$ cat src/rtl/reflet_mem_responder_pkg.sv
// Shared constants and types for the Reflet memory responder: MMIO offsets and register bit indices.
package reflet_mem_responder_pkg;

  localparam int unsigned MMIO_OFF_W = 3;
  localparam int unsigned GPIO_W     = 8;
  localparam int unsigned CTRL_W     = 2;
  localparam int unsigned STATUS_W   = 2;

  localparam int unsigned CTRL_TIMER_EN  = 0;
  localparam int unsigned CTRL_IRQ_EN    = 1;
  localparam int unsigned STATUS_EXPIRED = 0;
  localparam int unsigned STATUS_BUS_ERR = 1;

  typedef enum logic [MMIO_OFF_W-1:0] {
    MMIO_GPIO_OUT = 3'd0,
    MMIO_GPIO_IN  = 3'd1,
    MMIO_CYCLES   = 3'd2,
    MMIO_RELOAD   = 3'd3,
    MMIO_COUNT    = 3'd4,
    MMIO_CTRL     = 3'd5,
    MMIO_STATUS   = 3'd6,
    MMIO_SCRATCH  = 3'd7
  } mmio_off_e;

  // Address decode result; exactly one field is set for any address.
  typedef struct packed {
    logic mmio;
    logic ram;
    logic unmapped;
  } decode_t;

endpackage

$ cat src/rtl/reflet_mem_responder_timer.sv
// Reload timer: COUNT counts down to zero, reloads from RELOAD and pulses expire_c.
module reflet_mmio_timer #(
  parameter int unsigned W = 16
) (
  input  logic         clk,
  input  logic         reset,
  input  logic         en,
  input  logic         reload_we,
  input  logic [W-1:0] reload_wdata,
  output logic [W-1:0] reload,
  output logic [W-1:0] count,
  output logic         expire_c
);

  logic [W-1:0] reload_q, reload_d;
  logic [W-1:0] count_q, count_d;

  // Next-state: a RELOAD write takes priority over the count step of the same cycle.
  always_comb begin
    reload_d = reload_q;
    count_d  = count_q;
    expire_c = 1'b0;
    if (reload_we) begin
      reload_d = reload_wdata;
      count_d  = reload_wdata;
    end else if (en) begin
      if (count_q == '0) begin
        count_d  = reload_q;
        expire_c = 1'b1;
      end else begin
        count_d = count_q - W'(1);
      end
    end
  end

  // State registers, synchronous active-low reset.
  always_ff @(posedge clk) begin
    if (!reset) begin
      reload_q <= '0;
      count_q  <= '0;
    end else begin
      reload_q <= reload_d;
      count_q  <= count_d;
    end
  end

  assign reload = reload_q;
  assign count  = count_q;

endmodule

$ cat src/rtl/reflet_mem_responder.sv
// Reflet CPU RAM-bus responder: word RAM plus eight MMIO registers, 1-cycle read latency.
module reflet_mem_responder
  import reflet_mem_responder_pkg::*;
#(
  parameter int unsigned wordsize  = 16,
  parameter int unsigned ram_words = 256
) (
  input  logic                clk,
  input  logic                reset,
  input  logic [wordsize-1:0] cpu_addr,
  input  logic [wordsize-1:0] cpu_wdata,
  input  logic                cpu_we,
  output logic [wordsize-1:0] cpu_rdata,
  input  logic [GPIO_W-1:0]   gpio_in,
  output logic [GPIO_W-1:0]   gpio_out,
  output logic                timer_irq,
  output logic                bus_error
);

  localparam int unsigned W  = wordsize;
  localparam int unsigned AW = (ram_words > 1) ? $clog2(ram_words) : 1;

  decode_t      dec_c;
  mmio_off_e    off_c;
  logic [AW-1:0] ram_idx_c;
  logic          mmio_we_c;
  logic          ram_we_c;
  logic          reload_we_c;
  logic          expire_c;
  logic [W-1:0]  reload_val;
  logic [W-1:0]  count_val;
  logic [W-1:0]  mmio_rdata_c;

  logic [W-1:0]        ram_mem [ram_words];

  logic [W-1:0]        rdata_q, rdata_d;
  logic [GPIO_W-1:0]   gpio_out_q, gpio_out_d;
  logic [GPIO_W-1:0]   sync1_q, sync1_d;
  logic [GPIO_W-1:0]   sync2_q, sync2_d;
  logic [W-1:0]        cycles_q, cycles_d;
  logic [CTRL_W-1:0]   ctrl_q, ctrl_d;
  logic [STATUS_W-1:0] status_q, status_d;
  logic [W-1:0]        scratch_q, scratch_d;
  logic                timer_irq_q, timer_irq_d;

  // Address decode; MMIO window (top 8 words) wins over RAM.
  always_comb begin
    dec_c.mmio     = &cpu_addr[W-1:MMIO_OFF_W];
    dec_c.ram      = !dec_c.mmio && (cpu_addr < W'(ram_words));
    dec_c.unmapped = !dec_c.mmio && !dec_c.ram;
    off_c          = mmio_off_e'(cpu_addr[MMIO_OFF_W-1:0]);
    ram_idx_c      = cpu_addr[AW-1:0];
    mmio_we_c      = cpu_we && dec_c.mmio;
    ram_we_c       = cpu_we && dec_c.ram && reset;
    reload_we_c    = mmio_we_c && (off_c == MMIO_RELOAD);
  end

  reflet_mmio_timer #(
    .W (W)
  ) u_timer (
    .clk          (clk),
    .reset        (reset),
    .en           (ctrl_q[CTRL_TIMER_EN]),
    .reload_we    (reload_we_c),
    .reload_wdata (cpu_wdata),
    .reload       (reload_val),
    .count        (count_val),
    .expire_c     (expire_c)
  );

  // MMIO read mux over current register values.
  always_comb begin
    mmio_rdata_c = '0;
    case (off_c)
      MMIO_GPIO_OUT: mmio_rdata_c = W'(gpio_out_q);
      MMIO_GPIO_IN:  mmio_rdata_c = W'(sync2_q);
      MMIO_CYCLES:   mmio_rdata_c = cycles_q;
      MMIO_RELOAD:   mmio_rdata_c = reload_val;
      MMIO_COUNT:    mmio_rdata_c = count_val;
      MMIO_CTRL:     mmio_rdata_c = W'(ctrl_q);
      MMIO_STATUS:   mmio_rdata_c = W'(status_q);
      MMIO_SCRATCH:  mmio_rdata_c = scratch_q;
      default:       mmio_rdata_c = '0;
    endcase
  end

  // Next-state for read data, MMIO registers and sticky status (set beats W1C clear).
  always_comb begin
    logic [STATUS_W-1:0] clr;
    logic [STATUS_W-1:0] set;
    rdata_d     = '0;
    gpio_out_d  = gpio_out_q;
    sync1_d     = gpio_in;
    sync2_d     = sync1_q;
    cycles_d    = cycles_q + W'(1);
    ctrl_d      = ctrl_q;
    scratch_d   = scratch_q;
    clr         = '0;
    set         = '0;
    timer_irq_d = status_q[STATUS_EXPIRED] & ctrl_q[CTRL_IRQ_EN];

    if (dec_c.ram) begin
      rdata_d = ram_mem[ram_idx_c];
    end else if (dec_c.mmio) begin
      rdata_d = mmio_rdata_c;
    end

    if (mmio_we_c) begin
      case (off_c)
        MMIO_GPIO_OUT: gpio_out_d = cpu_wdata[GPIO_W-1:0];
        MMIO_CTRL:     ctrl_d     = cpu_wdata[CTRL_W-1:0];
        MMIO_STATUS:   clr        = cpu_wdata[STATUS_W-1:0];
        MMIO_SCRATCH:  scratch_d  = cpu_wdata;
        default:       ;
      endcase
    end

    set[STATUS_EXPIRED] = expire_c;
    set[STATUS_BUS_ERR] = dec_c.unmapped;
    status_d = (status_q & ~clr) | set;
  end

  // Register bank, synchronous active-low reset.
  always_ff @(posedge clk) begin
    if (!reset) begin
      rdata_q     <= '0;
      gpio_out_q  <= '0;
      sync1_q     <= '0;
      sync2_q     <= '0;
      cycles_q    <= '0;
      ctrl_q      <= '0;
      status_q    <= '0;
      scratch_q   <= '0;
      timer_irq_q <= 1'b0;
    end else begin
      rdata_q     <= rdata_d;
      gpio_out_q  <= gpio_out_d;
      sync1_q     <= sync1_d;
      sync2_q     <= sync2_d;
      cycles_q    <= cycles_d;
      ctrl_q      <= ctrl_d;
      status_q    <= status_d;
      scratch_q   <= scratch_d;
      timer_irq_q <= timer_irq_d;
    end
  end

  // RAM write port; contents are deliberately not reset.
  always_ff @(posedge clk) begin
    if (ram_we_c) begin
      ram_mem[ram_idx_c] <= cpu_wdata;
    end
  end

  assign cpu_rdata = rdata_q;
  assign gpio_out  = gpio_out_q;
  assign timer_irq = timer_irq_q;
  assign bus_error = status_q[STATUS_BUS_ERR];

endmodule

$ cat config.mk
export PLATFORM = sky130hd
export DESIGN_NAME = reflet_mem_responder
export DESIGN_NICKNAME = d
export VERILOG_FILES = /design/src/rtl/reflet_mem_responder_pkg.sv /design/src/rtl/reflet_mem_responder_timer.sv /design/src/rtl/reflet_mem_responder.sv
export SDC_FILE = /design/constraint.sdc
export NUM_CORES = 2
export LEC_CHECK = 0
export CAP_MARGIN = 20
export CORE_AREA = 5 5 743 745
export DETAILED_ROUTE_END_ITERATION = 7
export DIE_AREA = 0 0 748 750
export DONT_BUFFER_PORTS = 1
export PLACE_DENSITY_LB_ADDON = 0.12
export SLEW_MARGIN = 0
export SYNTH_ARGS = -nofsm -noshare
export SYNTH_HDL_FRONTEND = slang
export SYNTH_SLANG_ARGS = --single-unit
export TNS_END_PERCENT = 10
$ cat constraint.sdc
create_clock -name clk -period 9 [get_ports clk]
set_input_delay 1.8 -clock clk [delete_from_list [all_inputs] [get_ports clk]]
set_output_delay 1.8 -clock clk [all_outputs]
set_load 0.005 [all_outputs]
# Word-level counts from Yosys, hierarchy flattened
# Memory sizes are Yosys's and may differ from the RTL's.
# Index checks and enable logic that the tools add are counted.
[word_totals] reg_bits=109 latchBits=0 ram_bits=4096 rom_bits=0 wordCells=54 memories=1
[classes] n_addsub=2 mul=0 div_mod_pow=0 order_cmp=1 n_eq_ne=7 shifts=0 mux=13 bitwise=4 reduce_logical=15
[memory_table] name="ram_mem" depth=256 word_bits=16 rd=1 rd_ports_with_merged_regs=0 write_ports=1 line="reflet_mem_responder.sv:34" source="logic [W-1:0] ram_mem [ram_words];"
[ops] op="one-hot mux 16 bit (8 select lines)" n=1
[ops] op="2-to-1 mux 16 bit" n=5
[ops] op="adder 16 x 1 -> 16 bit (second input constant)" n=1
[ops] op="logical NOT 16 bit" n=1
[ops] op="less-than comparator 16 x 9 -> 1 bit (second input constant)" n=1
[ops] op="subtractor 16 x 1 -> 16 bit (second input constant)" n=1
[ops] op="AND reduction 13 bit" n=1
[ops] op="== test 3 bit (second input constant)" n=4
[ops] op="== test 3 x 2 -> 1 bit (second input constant)" n=2
[ops] op="logical AND 1 bit" n=6
[ops] op="AND reduction 2 bit" n=3
[ops] op="2-to-1 mux 1 bit" n=5
[ops] op="2-to-1 mux 2 bit" n=2
[ops] op="== test 3 x 1 -> 1 bit (second input constant)" n=1
[ops] op="logical NOT 3 bit" n=1
[ops] op="bitwise AND 2 bit" n=1
[ops] op="logical NOT 1 bit" n=2
[ops] op="NOT 2 bit" n=1
[ops] op="bitwise OR 2 bit" n=1
[ops] op="nonzero test 2 bit" n=1
[ops] op="bitwise AND 1 bit" n=1

# Logic depth before layout (Yosys ltp)
[depth] ltp_word=7 mapped_depth=14 mapped_depth_nobuf=8

# Cells and area by module
# A second synthesis with hierarchy kept.
[unflattened] hier_cells=8001 area_unflattened_um2=162592.2
[by_module_without_submodules] module="reflet_mem_responder" n_inst=1 cells_each=7802 area_per_inst_um2=160896.8 seq_area_each_um2=124539.4
[by_module_without_submodules] module="reflet_mmio_timer" n_inst=1 cells_each=199 area_per_inst_um2=1695.4 seq_area_each_um2=640.6

# Worst setup path before layout
# Ideal clock, no wire load.
[synth_path] path_kind="in2reg" from="input cpu_addr[11]" to="memory ram_mem[218][0] (enable)" arrival_time_ns=4.349 t_required_ns=8.612 slack_ns=4.262 path_stages=7 n_path_buf=2 path_cell_list="or4_1 nor3_2 and3_1 clkbuf_1 nand3_1 clkbuf_1 nor2_1"
[synth_via] elab_chain_cells=7 word_cells_on_any_way=8 cone_classes="1 x order compare; 2 x mux; 5 x reduce/logical"
[synth_lines] item="start: declaration" line="reflet_mem_responder.sv:10" source="input logic [wordsize-1:0] cpu_addr,"
[synth_lines] item="branches (longest 2 deep; another with less-than comparator 16 x 9 -> 1 bit)"
[synth_lines] item="logical AND 1 bit (*)" line="reflet_mem_responder.sv:49" source="dec_c.ram = !dec_c.mmio && (cpu_addr < W'(ram_words));"
[synth_lines] item="logical AND 1 bit (*) (2 in series)" line="reflet_mem_responder.sv:54" source="ram_we_c = cpu_we && dec_c.ram && reset;"
[synth_lines] item="2-to-1 mux 1 bit (*)" line="reflet_mem_responder.sv:150" source="if (ram_we_c) begin"
[synth_lines] item="2-to-1 mux 1 bit (implied by the code) (*)" line="reflet_mem_responder.sv:151" source="ram_mem[ram_idx_c] <= cpu_wdata;"
[synth_lines] item="end: declaration" line="reflet_mem_responder.sv:34"
# Every way passes the cells marked *.

# Worst setup path in the final report
[layout_path] from="input cpu_addr[1]" to="register rdata_q[13], in the netlist cpu_rdata[13]"
[layout_via] elab_chain_cells=4 word_cells_on_any_way=14 cone_classes="1 x order compare; 7 x eq/ne; 3 x mux; 2 x reduce/logical; 1 x memory"
[layout_lines] item="branches (longest 3 deep; another with memory (256 x 16 bit))"
[layout_lines] item="2-to-1 mux 16 bit (*)" line="reflet_mem_responder.sv:102" source="if (dec_c.ram) begin"
[layout_lines] item="end signal: assignment" line="reflet_mem_responder.sv:136" source="rdata_q <= rdata_d;"
[layout_lines] item="end: declaration" line="reflet_mem_responder.sv:36" source="logic [W-1:0] rdata_q, rdata_d;"
# Marks and branches as above.
# A chain may end at the register's enable or synchronous reset.

==> metrics.txt <==
clock tree sinks=4205; status=finished, violations left; Switching Fraction=0.213; I/O Buffers=0; GR Util All Layers=0.189; number of distinct library cells after synthesis=80; Pre-antenna DRT Iters=5; cts bufs inserted=451; H-tree depth=5; Critical Path End Type=flip-flop; vias in the first global route=82900; total grt overflow=0; pre-CTS setup slack=0.417 ns; asr flop ratio synth=0; Nets=8235; IO Count=69; pwr/cell area=221 nW/um2; Post-DP Area=173000 um2; Clk pwr share=0.445; max-slew violation count=244; placed wire-length estimate=314 mm; Synth Flop Type=edfxtp_1; Syn. warnings=0; combinational share of power=0.040; Die ar.=561000 um2; fin area=188000 um2; Post-CTS Hold Fix Bufs=0; Gate Count Post-Synth=7779; Setup Fix Bufs, Post-CTS=0; chip width=748 um; VDD IR max=0.162 mV; die height=750 um; Fmax=0.150 GHz; Worst-path clk slew=0.06 ns; Mapped Nets=7825; Worst Tran Pin Value=1.97 ns; sequential fraction of the synthesis area=0.770; Setup WS post-layout=2.31 ns; Finished Core Util=0.346; Setup Skew=0.0765 ns; final antenna-violating net count=0; largest net degree at the start of global routing=263; drt wl/cell=34.3 um; Final GP Congestion=0.800; Data required, critical path=9.89 ns; total negative slack=0 ns; Hold Path Cell Cnt=1; synthesized area per cell=20.9 um2; vias per cell=5.22; worst-case reg-to-reg path depth=7; CTS tree=done; r2r setup slk=5.53 ns; Int Pwr=32800 uW; violated checks=max-slew violations; Layout area overhead=15.9%; DRC viols=0; Tot Pwr=41700 uW; final setup violation count=0; Iter 0 DRT Violations=8864; drt total wl=542 mm; crit path DAT=7.58 ns; CP max FO=125; fin crit share=0.743; via count=82600; clock root cell=clkbuf_16; Core Box Area=544000 um2; initial antenna violation count=43; clock latency on the worst-skew pair=1.04 ns; #FFs+latches synth=4205; relative slew slack=-0.313; Min Clock Period, post-route=6.69 ns; initial core utilization=0.299; Max Root-Sink Buffers=4; final hold viol count=0; share of cells above drive strength 1=0.264; Reg power frac=0.515; Leakage Power=0.0583 uW; switching component of the power=8870 uW; RSZ-0062 raised after global routing=no; Post-Syn Area=163000 um2; number of synthesized flops with an enable pin=4096; WS Path Type=in2reg; PostCTS Resize Cnt=0; Core Rows=271; Worst Hold Class=reg2reg; startpoint types=input pin; first-pass GRT wire length=736 mm; max_cap viols=0
per-stage QoR:
step                      instances  hold slack [ns]
final                         15800            0.447
after CTS                     15800            0.452
after global routing          15800            0.469
after detailed placement      15000            0.430
after floorplan                7779            0.412
after global placement        14900            0.437
cell type report:
class | count | area [um2]
fill | 50800 | 355000
sequential | 4205 | 125000
multi-input combinational | 3096 | 35300
clock buffer | 568 | 12100
tap | 7234 | 9050
timing repair buffer | 419 | 4080
clock inverter | 263 | 2540
inverter | 16 | 70.1
antenna | 22 | 55.1
cells by family after synthesis:
| logic type | Yosys count | share of synthesized area |
|---|---|---|
| simple gates | 937 | 0.0259 |
| compound gates | 821 | 0.0350 |
| buf+inv | 478 | 0.0171 |
| flops | 4205 | 0.770 |
| xor+xnor | 15 | 0.000808 |
| fa+ha+maj | 3 | 0.000231 |
| mux | 1320 | 0.151 |
Yosys cell counts, types with 5 or more instances:
cell type  number  share of area
buf_8           5        0.00046
nor2_1        343         0.0079
nand2b_1        7        0.00027
mux4_1          9         0.0015
clkbuf_1      206         0.0048
buf_6          78         0.0054
a31oi_1        27         0.0010
buf_4          55         0.0025
a21oi_1       184         0.0057
o211a_1         6        0.00037
o2bb2ai_1       6        0.00032
mux2i_1       371          0.023
o221ai_1       20         0.0011
xor2_1         11        0.00059
a221oi_1       53         0.0029
nor2b_1        21        0.00081
nor3_1         30        0.00092
a211oi_1       31         0.0014
mux4_2        889           0.12
or3_1           5        0.00019
nor4_1         16        0.00062
and2_1         30         0.0012
buf_2          83         0.0026
edfxtp_1     4096           0.76
and3_1         19        0.00073
a21o_1          6        0.00028
o22ai_1        36         0.0014
nand3_1       112         0.0034
and3b_1         5        0.00027
a21boi_0        7        0.00032
buf_1          33        0.00076
o32ai_1         7        0.00038
a41oi_1         5        0.00027
a221o_1         5        0.00031
o21ai_0        93         0.0029
a22o_1         62         0.0033
nand4_1        44         0.0017
o211ai_1       26         0.0012
dfxtp_1       109          0.013
nand2_1       277         0.0064
a22oi_1       204         0.0094
mux2_2         51         0.0035
inv_1          15        0.00035
power groups by stage:
stage               clock network [uW]  registers [uW]  logic [uW]
floorplan                            0           21900         971
global placement                     0           21900        1630
detailed placement                   0           21900        1620
CTS                              19000           21500        1620
global route                     19800           21500        1720
finish                           18600           21500        1650
placed cells by master (no fill, tap or decap), drive strengths merged, types with 20 or more instances in the layout:
cell and instances:
a221oi 53, mux4 898, a22oi 204, o21ai 94, buf 419, diode 22, o221ai 20, mux2 51
o22ai 36, and2 31, nor2b 21, nor2 344, a31oi 27, a21oi 184, inv 25, edfxtp 4096
bufinv 44, nand4 44, nor3 31, nand2 277, a22o 62, nand3 112, dfxtp 109, a211oi 31
clkbuf 568, mux2i 371, clkinv 197, o211ai 26
sequential cells by signal, summed over array words and instances, names as in the netlist, 2 cells and up:
name,flops
gpio_out,8
cpu_rdata,16
cycles_q,16
scratch_q,16
sync2_q,8
u_timer.count,16
u_timer.reload,16
ram_mem,4096
sync1_q,8
status_q,2
ctrl_q,2
path summary, 6_finish.rpt:
| check | start | endpoint |
|---|---|---|
| min reg2reg | sync1_q[6] | sync2_q[6] |
| max reg2reg | ram_mem[174][7] | cpu_rdata[7] |
| max | cpu_addr[1] | cpu_rdata[13] |
| min | sync1_q[6] | sync2_q[6] |
routing by layer:
layer	routed length (um)	track usage
met3	32200	0.0310
met5	21	0
met1	243000	0.269
met4	13900	0.0449
met2	253000	0.302
worst max-delay path, stage by stage:
cell	delay (ns)
buf_16	0.34
buf_16	0.42
buf_16	0.50
buf_16	0.59
and2_4	0.86
buf_12	0.28
a22oi_1	0.14
a22oi_1	0.64
o211ai_1	0.15
nor3_1	0.71
and3_1	0.47
nor3_1	0.10
Note: power is estimated with default switching activity, not from simulation.
